$ cat src/rtl/pwm_pkg.sv
// pwm_pkg: shared state encoding, config layout and default widths for pwm_gen
package pwm_pkg;
  localparam int PWM_CW = 32;
  localparam int PWM_RW = 16;
  typedef enum logic [1:0] {ST_IDLE, ST_DELAY, ST_RUN} pwm_st_e;
  typedef struct packed {
    logic [PWM_CW-1:0] period;
    logic [PWM_CW-1:0] high;
    logic [PWM_CW-1:0] delay;
    logic [PWM_RW-1:0] reps;
  } pwm_cfg_t;
endpackage

$ cat src/rtl/pwm_chan.sv
// pwm_chan: one waveform channel with FSM, counters and double-buffered config
module pwm_chan
  import pwm_pkg::*;
#(
  parameter int CW = PWM_CW,
  parameter int RW = PWM_RW
) (
  input  logic          clk,
  input  logic          rst_n,
  input  logic          wr_i,
  input  logic [CW-1:0] period_i,
  input  logic [CW-1:0] high_i,
  input  logic [CW-1:0] delay_i,
  input  logic [RW-1:0] reps_i,
  input  logic          start_i,
  input  logic          stop_i,
  output logic          out_o,
  output logic          tick_o,
  output logic          done_o,
  output logic          busy_o,
  output logic          pend_o
);
  typedef struct packed {
    logic [CW-1:0] period;
    logic [CW-1:0] high;
    logic [CW-1:0] delay;
    logic [RW-1:0] reps;
  } cfg_t;
  pwm_st_e st_q, st_d;
  logic [CW-1:0] cnt_q, cnt_d, dly_q, dly_d;
  logic [RW-1:0] rep_q, rep_d;
  cfg_t sh_q, sh_d, act_q, act_d, cfg_in, nxt;
  logic pend_q, pend_d, out_q, out_d, tick_q, tick_d, done_q, done_d, wrap;
  assign cfg_in = {period_i, high_i, delay_i, reps_i};
  assign wrap = st_q == ST_RUN && act_q.period != '0 && cnt_q == act_q.period - CW'(1);
  assign nxt = pend_q ? sh_q : act_q;
  assign out_o = out_q;
  assign tick_o = tick_q;
  assign done_o = done_q;
  assign busy_o = st_q != ST_IDLE;
  assign pend_o = pend_q;
  // State and output registers; everything clears on reset, including both config copies
  always_ff @(posedge clk) begin
    if (!rst_n) begin
      st_q   <= ST_IDLE;
      cnt_q  <= '0;
      dly_q  <= '0;
      rep_q  <= '0;
      sh_q   <= '0;
      act_q  <= '0;
      pend_q <= 1'b0;
      out_q  <= 1'b0;
      tick_q <= 1'b0;
      done_q <= 1'b0;
    end else begin
      st_q   <= st_d;
      cnt_q  <= cnt_d;
      dly_q  <= dly_d;
      rep_q  <= rep_d;
      sh_q   <= sh_d;
      act_q  <= act_d;
      pend_q <= pend_d;
      out_q  <= out_d;
      tick_q <= tick_d;
      done_q <= done_d;
    end
  end
  // Next-state logic; outputs are computed for the state being entered so they register in step with it
  always_comb begin
    st_d   = st_q;
    cnt_d  = cnt_q;
    dly_d  = dly_q;
    rep_d  = rep_q;
    sh_d   = wr_i ? cfg_in : sh_q;
    act_d  = act_q;
    out_d  = 1'b0;
    tick_d = 1'b0;
    done_d = 1'b0;
    case (st_q)
      ST_IDLE: begin
        act_d = sh_q;
        if (start_i && !stop_i) begin
          cnt_d  = '0;
          rep_d  = '0;
          dly_d  = sh_q.delay - CW'(1);
          st_d   = sh_q.delay != '0 ? ST_DELAY : ST_RUN;
          tick_d = sh_q.delay == '0 && sh_q.period != '0;
          out_d  = tick_d && sh_q.high != '0;
        end
      end
      ST_DELAY: begin
        dly_d  = dly_q - CW'(1);
        st_d   = dly_q == '0 ? ST_RUN : ST_DELAY;
        tick_d = dly_q == '0 && act_q.period != '0;
        out_d  = tick_d && act_q.high != '0;
      end
      ST_RUN: begin
        if (wrap && act_q.reps != '0 && rep_q + RW'(1) == act_q.reps) begin
          st_d   = ST_IDLE;
          cnt_d  = '0;
          rep_d  = '0;
          done_d = 1'b1;
        end else if (wrap) begin
          cnt_d  = '0;
          rep_d  = act_q.reps != '0 ? rep_q + RW'(1) : rep_q;
          act_d  = nxt;
          tick_d = nxt.period != '0;
          out_d  = tick_d && nxt.high != '0;
        end else if (act_q.period != '0) begin
          cnt_d = cnt_q + CW'(1);
          out_d = cnt_q + CW'(1) < act_q.high;
        end
      end
      default: st_d = ST_IDLE;
    endcase
    if (stop_i && st_q != ST_IDLE) begin
      st_d   = ST_IDLE;
      cnt_d  = '0;
      rep_d  = '0;
      out_d  = 1'b0;
      tick_d = 1'b0;
      done_d = 1'b0;
    end
    pend_d = st_d == ST_IDLE ? 1'b0 : wr_i ? 1'b1 : wrap ? 1'b0 : pend_q;
  end
endmodule

$ cat src/rtl/pwm_gen.sv
// pwm_gen: multi-channel programmable waveform generator with shared config bus
module pwm_gen
  import pwm_pkg::*;
#(
  parameter int NCH = 4,
  parameter int CW = PWM_CW,
  parameter int RW = PWM_RW,
  localparam int CHW = NCH > 1 ? $clog2(NCH) : 1
) (
  input  logic           clk,
  input  logic           rst_n,
  input  logic           cfg_wr,
  input  logic [CHW-1:0] cfg_ch,
  input  logic [CW-1:0]  cfg_period,
  input  logic [CW-1:0]  cfg_high,
  input  logic [CW-1:0]  cfg_delay,
  input  logic [RW-1:0]  cfg_reps,
  input  logic [NCH-1:0] start,
  input  logic [NCH-1:0] stop,
  output logic [NCH-1:0] out,
  output logic [NCH-1:0] tick,
  output logic [NCH-1:0] done,
  output logic [NCH-1:0] busy,
  output logic [NCH-1:0] cfg_pend
);
  for (genvar i = 0; i < NCH; i++) begin : g_ch
    pwm_chan #(.CW(CW), .RW(RW)) u_chan (
      .clk     (clk),
      .rst_n   (rst_n),
      .wr_i    (cfg_wr && cfg_ch == CHW'(i)),
      .period_i(cfg_period),
      .high_i  (cfg_high),
      .delay_i (cfg_delay),
      .reps_i  (cfg_reps),
      .start_i (start[i]),
      .stop_i  (stop[i]),
      .out_o   (out[i]),
      .tick_o  (tick[i]),
      .done_o  (done[i]),
      .busy_o  (busy[i]),
      .pend_o  (cfg_pend[i])
    );
  end
endmodule

$ cat config.mk
export PLATFORM = sky130hd
export DESIGN_NAME = pwm_gen
export DESIGN_NICKNAME = d
export VERILOG_FILES = /design/src/rtl/pwm_pkg.sv /design/src/rtl/pwm_chan.sv /design/src/rtl/pwm_gen.sv
export SDC_FILE = /design/constraint.sdc
export NUM_CORES = 2
export LEC_CHECK = 0
export ABC_AREA = 1
export BUFFER_PORTS_ARGS = -buffer_cell sky130_fd_sc_hd__buf_2
export CORE_ASPECT_RATIO = 0.6
export CORE_UTILIZATION = 40
export CTS_CLUSTER_SIZE = 10
export DETAILED_ROUTE_END_ITERATION = 8
export SYNTH_ARGS = -nofsm -noshare
export SYNTH_HDL_FRONTEND = slang
export SYNTH_SLANG_ARGS = --single-unit
$ cat constraint.sdc
create_clock -name clk -period 4.25 [get_ports clk]
set_clock_uncertainty 0.1 [all_clocks]
set_input_delay 1.275 -clock clk [delete_from_list [all_inputs] [get_ports clk]]
set_output_delay 1.275 -clock clk [all_outputs]
set_load 0.02 [all_outputs]
* Word level (Yosys, flattened, before mapping)
Index checks and enable logic that the tools add are counted.
** Word-level totals
- Bits in registers :: 1112
- Latch bits :: 0
- RAM bits :: 0
- ROM bits :: 0
- Input bits :: 125
- Output and inout port bits :: 20
- Word-level logic and storage cells :: 421
- Memories kept :: 0
** Cells by class
- Add/sub/neg operators :: 20
- Multipliers :: 0
- Divide/modulo/power cells :: 0
- $lt $le $gt $ge :: 4
- Eq/ne operators :: 47
- Shift-type cells :: 0
- Mux-type cells :: 136
- Bitwise gates (word level) :: 5
- Reductions and logical operators :: 149
** Operator list (count)
- 112-bit 2-to-1 mux :: 12
- 112-bit one-hot mux with 2 select lines :: 4
- 32-bit nonzero test :: 28
- 32-bit 2-to-1 mux :: 20
- 32-bit one-hot mux with 2 select lines :: 8
- 32-bit by 1-bit subtractor with 32-bit output, second input constant :: 12
- 32-bit logical NOT :: 8
- 16-bit 2-to-1 mux :: 16
- 32-bit by 1-bit adder with 32-bit output, second input constant :: 4
- 32-bit == test :: 4
- 32-bit < comparator :: 4
- 16-bit one-hot mux with 2 select lines :: 4
- 16-bit by 1-bit adder with 16-bit output, second input constant :: 4
- 16-bit == test :: 4
- 16-bit nonzero test :: 4
- 1-bit logical AND :: 48
- 1-bit 2-to-1 mux :: 40
- 2-bit 2-to-1 mux :: 20
- 4-bit AND reduction :: 8
- 2-bit nonzero test :: 16
- 2-bit by 1-bit inequality test with 1-bit output, second input constant :: 12
- 1-bit one-hot mux with 3 select lines :: 8
- 2-bit one-hot mux with 3 select lines :: 4
- 3-bit AND reduction :: 8
- other kinds (12) :: 61

* Depth between registers and ports, before layout
- Depth in word-level cells :: 10
- Depth in mapped cells :: 24
- Mapped depth without buffers :: 24

* Cells and area by module
A second synthesis with hierarchy kept.
** Second synthesis, totals
- Cells, all modules :: 10750
- Area, all modules :: 67708.7 µm²
** Modules (own cells, without submodules)
- pwm_chan at g_ch[0].u_chan ... :: instances 2, cells an instance 2685, area each 16901.2 µm², seq. area each 5565.3 µm²
- pwm_chan at g_ch[3].u_chan :: instances 1, cells an instance 2729, area each 17048.9 µm², seq. area each 5565.3 µm²
- pwm_chan at g_ch[2].u_chan :: instances 1, cells an instance 2643, area each 16827.4 µm², seq. area each 5565.3 µm²
- pwm_gen :: instances 1, cells an instance 8, area each 30.0 µm², seq. area each 0.0 µm²

* Least setup slack after synthesis
No wires, ideal clock.
- Path type :: reg-to-reg
- Start point :: reg g_ch[3].u_chan.cnt_q[2]
- End point :: reg g_ch[3].u_chan.out_q
- Setup time :: 109 ps
- Data arrival time :: 3225 ps
- Data required time :: 4041 ps
- Path slack :: 816 ps
- Cell stages (with the launch flop) :: 23
- Path buffers :: 0
- Period minus slack after synthesis :: 3434 ps
- Cell sequence :: dfxtp_1 nand3_1 nor2_1 nand3_1 nor2_1 nand3_1 nor2_1 nand4_1 nor3_1 nand2_1 xor2_1 inv_1 ha_1 nand2_1 nor2_1 nand2_1 or3_1 o221ai_1 nor2_1 nand4_1 nand3_1 nand2_1 inv_1
** On the way
- Cells in the longest elaborated chain, start to end :: 6
- Elaborated cells between the ends (all ways) :: 10
- Those cells by class :: 1 x add/sub; 1 x order compare; 1 x eq/ne; 4 x mux; 3 x reduce/logical
** Ends and longest elaborated chain
- start, declared :: line pwm_chan.sv:30 : logic [CW-1:0] cnt_q, cnt_d, dly_q, dly_d;
- start signal, assigned :: line pwm_chan.sv:57 : cnt_q <= cnt_d;
- 32-bit by 1-bit adder with 32-bit output or 32-bit == test (tied branches) :: line pwm_chan.sv:111, pwm_chan.sv:35
- 32-bit < comparator or 1-bit logical AND (tied branches) :: line pwm_chan.sv:111, pwm_chan.sv:35
- 1-bit 2-to-1 mux or 1-bit logical AND (tied branches) :: line pwm_chan.sv:109, pwm_chan.sv:98
- 1-bit 2-to-1 mux or 1-bit logical AND (tied branches) :: line pwm_chan.sv:103, pwm_chan.sv:98
- 1-bit 2-to-1 mux (*) :: line pwm_chan.sv:98 : if (wrap && act_q.reps != '0 && rep_q + RW'(1) == act_q.reps) begin
- 1-bit one-hot mux with 3 select lines (*) :: line pwm_chan.sv:79 : case (st_q)
- end signal, assigned :: line pwm_chan.sv:63 : out_q <= out_d;
- end, declared :: line pwm_chan.sv:33 : logic pend_q, pend_d, out_q, out_d, tick_q, tick_d, done_q, done_d, wrap;
Mark *: on every way between the ends. The rest lies on a longest branch, timed or not.
A chain may end at the register's enable or synchronous reset.

* Worst setup path after layout
- Start point :: reg g_ch[0].u_chan.cnt_q[0]
- End point :: reg g_ch[0].u_chan.out_q
** On the way
- Cells in the longest elaborated chain, start to end :: 6
- Elaborated cells between the ends (all ways) :: 10
- Those cells by class :: 1 x add/sub; 1 x order compare; 1 x eq/ne; 4 x mux; 3 x reduce/logical
** Ends and longest elaborated chain (line)
- start, declared :: pwm_chan.sv:30
- start signal, assigned :: pwm_chan.sv:57
- 32-bit by 1-bit adder with 32-bit output or 32-bit == test (tied branches) :: pwm_chan.sv:111, pwm_chan.sv:35
- 32-bit < comparator or 1-bit logical AND (tied branches) :: pwm_chan.sv:111, pwm_chan.sv:35
- 1-bit 2-to-1 mux or 1-bit logical AND (tied branches) :: pwm_chan.sv:109, pwm_chan.sv:98
- 1-bit 2-to-1 mux or 1-bit logical AND (tied branches) :: pwm_chan.sv:103, pwm_chan.sv:98
- 1-bit 2-to-1 mux (*) :: pwm_chan.sv:98
- 1-bit one-hot mux with 3 select lines (*) :: pwm_chan.sv:79
- end signal, assigned :: pwm_chan.sv:63
- end, declared :: pwm_chan.sv:33
Marks and branches as above.

==> flow_metrics.tcl <==
set metrics [dict create \
    layout_common_cells "nand2_1, nor2_1, inv_1" \
    status "finished, final reports clean" \
    synth.ff_latch_count 1112 \
    grt_use_total_pct 30.9 \
    synth.distinct_cells 69 \
    grt_pass1_vias 59700 \
    max_stage_delay_ns 0.42 \
    reg2reg_slack_ns 0.31 \
    setup-tns-final_ns 0 \
    async_flop_share_pct 0 \
    wl_met1_mm 132 \
    drt-total-wl_mm 263 \
    viasPerCell 5.47 \
    nets 10500 \
    cts_buffers 140 \
    syn_nets 10500 \
    first_pass_iters 6 \
    root_buffer "clkbuf_16" \
    gr-total-overflow 0 \
    cts_hold_buf 0 \
    cts_htree_levels 4 \
    holdPathStages 2 \
    core_um2 162000 \
    netlist_area_um2 65400 \
    path_cells "ha_1, nand3_1, inv_1, nand3_1, inv_1, nand4_1, nor2_1, nand2_1, nor3_1, nand2_1, xor2_1, inv_1, ha_1, nand2_1, inv_1, a311o_1, a2111oi_0, nand3_1, nand2_1, nor2_1, nor2_1" \
    reg2reg_to "g_ch[0].u_chan.out_o" \
    path_class "reg -> reg" \
    worst_ep_required_time_ns 4.87 \
    antenna_found_initial 55 \
    synth_edf_count 0 \
    p_leak_nw 32.0 \
    clk_pin_slew_ns 0.06 \
    syn-instance-count 10300 \
    worst_path_dominant_cell_family "simple AND/OR/NAND/NOR gates" \
    path_buf_inv 4 \
    ys_seq_area_share_pct 34.1 \
    insertion_delay_ns 0.81 \
    start_util_pct 40.4 \
    vias 67800 \
    slew_headroom_pct 12.1 \
    regToRegStartpoint "g_ch[0].u_chan.cnt_q[0]" \
    hold_class "reg -> reg" \
    syn_to_final_growth_pct 10.2 \
    hold_violations 0 \
    grt_max_degree 145 \
    route.detailed.wl_per_inst_um 21.2 \
    fin_util_pct 44.6 \
    start_kind "register" \
    power.density_nw_per_um2 406 \
    ir_worst_vdd_mv 0.316 \
    die_h_um 315 \
    rsz0062_at_grt "false" \
    io_buffers 144 \
    place.gp.congestion 1.03 \
    grt_pass1_wl_mm 388 \
    final-setup-viol-count 0 \
    drv_slew 0 \
    rows 114 \
    fin_crit_sh_pct 92.7 \
    final_common_cell "nand2_1" \
    endpoint_kind "register" \
    die_w_um 524 \
    cap_viol_max_count 0 \
    drc 0 \
    top_layer_used "met5" \
    cts_resized 0 \
    ff2ff_path_depth 21 \
    final_antenna_net_count 0 \
    cts_tree "yes" \
    avgSynthCellArea_um2 6.37 \
    worst_pin_slew_ns 1.30 \
    dr.first_iter.drc_count 7964 \
    clockBufferDepth 4 \
    place_hpwl_mm 202 \
    die_area_um2 165000 \
    wl_met3_mm 27.8 \
    cts_sinks 1112 \
    nFillCells 17000 \
    cp.arrival_ns 4.56 \
    fmax_mhz 254 \
    met2WireLength_mm 96.9 \
    holdCritStartpoint "g_ch[1].u_chan.sh_q[12]" \
    ioPinCount 145 \
    slowest_stage "dfxtp_1" \
    synth-main-ff-cell "dfxtp_1" \
    min_period_ns 3.94 \
    path_max_fanout 6 \
    holdPathEnd "g_ch[1].u_chan.sh_q[12]" \
    drive_gt1_share_pct 5.54 \
    cts_setup_buffers 0 \
    synth_warnings 0 \
    path_depth 21 \
]
-- cells by family (layout without fill, tap and decap cells) --
logic type,Yosys count,count (layout),synth area share [%]
other,0,29,0
muxes,9,9,0.147
xor gates and xnor gates,331,331,4.62
buffers and inverters,1820,1777,10.8
and+or+nand+nor,4883,4883,31.7
DFF,1112,1112,34.1
AOI/OAI and AO/OA,1965,1965,15.9
adders and majority gates,144,144,2.76
-- power by group --
part	switching, mW	internal [mW]	total (mW)
Sequential	0.579	11.1	11.6
Clock	4.67	6.12	10.8
Combinational	4.74	2.08	6.81
-- worst min-delay path, delay by kind of cell (launching register included) --
kind | cells | cell delay (ns)
compound gates | 1 | 0.06
buf+inv | 1 | 0.06
flops | 1 | 0.29
-- how the worst max path moves through the flow --
stage	slack [ns]	startpoint	end
6_report	0.31	g_ch[0].u_chan.cnt_q[0]	g_ch[0].u_chan.out_o
5_1_grt	0.03	g_ch[2].u_chan.cnt_q[0]	g_ch[2].u_chan.out_o
4_1_cts	0.31	g_ch[3].u_chan.cnt_q[0]	g_ch[3].u_chan.out_o
3_5_place_dp	0.32	g_ch[3].u_chan.cnt_q[0]	g_ch[3].u_chan.out_o
3_3_place_gp	0.32	g_ch[3].u_chan.cnt_q[0]	g_ch[3].u_chan.out_o
2_1_floorplan	0.82	g_ch[3].u_chan.cnt_q[2]	g_ch[3].u_chan.out_o
-- state kept, by name, summed over array words and instances (netlist names) --
name,count
g_ch.u_chan.dly_q,128
g_ch.u_chan.st_q,8
g_ch.u_chan.pend_o,4
g_ch.u_chan.rep_q,64
g_ch.u_chan.sh_q,448
g_ch.u_chan.done_o,4
g_ch.u_chan.tick_o,4
g_ch.u_chan.out_o,4
g_ch.u_chan.cnt_q,128
g_ch.u_chan.act_q,320
-- layout make-up --
cell class | count | area (um2) | share of cell area [%]
multi-input combinational | 7332 | 36100 | 50.2
tap | 2146 | 2690 | 3.73
antenna | 29 | 72.6 | 0.101
clock buffer | 159 | 3630 | 5.05
inverter | 1306 | 4920 | 6.83
timing repair buffer | 302 | 2170 | 3.01
clock inverter | 10 | 159 | 0.221
sequential | 1112 | 22300 | 30.9
-- per-layer routing --
layer | global-route usage, % | vias up
met5 | 0 | -
met4 | 7.14 | 8
met3 | 8.88 | 342
met2 | 39.8 | 2711
met1 | 48.7 | 31600
li1 | - | 33200
-- cells in the mapped netlist, types with 5 or more instances --
master	instances	share of area, %
o21ai_1	10	0.077
xnor3_1	9	0.31
a211o_1	6	0.080
clkinv_1	6	0.034
nor2_1	1463	8.4
nand3b_1	39	0.45
xnor2_1	99	1.3
a31oi_1	31	0.30
o21a_1	6	0.069
nor2_2	15	0.14
nor3b_1	8	0.092
buf_4	28	0.32
nand2_2	10	0.096
and2_1	5	0.048
o21bai_1	22	0.25
o21ai_0	1020	7.8
nand2_1	2193	13
o221ai_1	9	0.12
and3_1	8	0.077
nor3_1	126	0.96
a21oi_1	728	5.6
nor4_1	178	1.7
inv_1	1290	7.4
inv_2	10	0.057
o211ai_1	81	0.93
nand4_1	301	2.9
dfxtp_1	1112	34
xor2_1	223	3.0
clkbuf_1	386	2.2
nand3_1	494	3.8
buf_1	24	0.14
or2_2	25	0.24
ha_1	144	2.8
buf_6	6	0.10
a21o_1	5	0.057
a211oi_1	6	0.069
buf_2	68	0.52
mux2_2	5	0.086
-- through the flow --
| stage | power (mW) | std cells | hold slack [ns] | setup slack (ns) | area [um2] |
|---|---|---|---|---|---|
| floorplan | 16.1 | 10300 | 0.330 | 0.816 | 65400 |
| global route | 30.6 | 12400 | 0.369 | 0.0255 | 72000 |
| global placement | 18.4 | 12200 | 0.339 | 0.319 | 68200 |
| CTS | 29.2 | 12400 | 0.354 | 0.307 | 72000 |
| detailed placement | 18.4 | 12200 | 0.347 | 0.322 | 68200 |
| finish | 29.2 | 12400 | 0.355 | 0.311 | 72000 |
(Power assumes the default switching activity.)
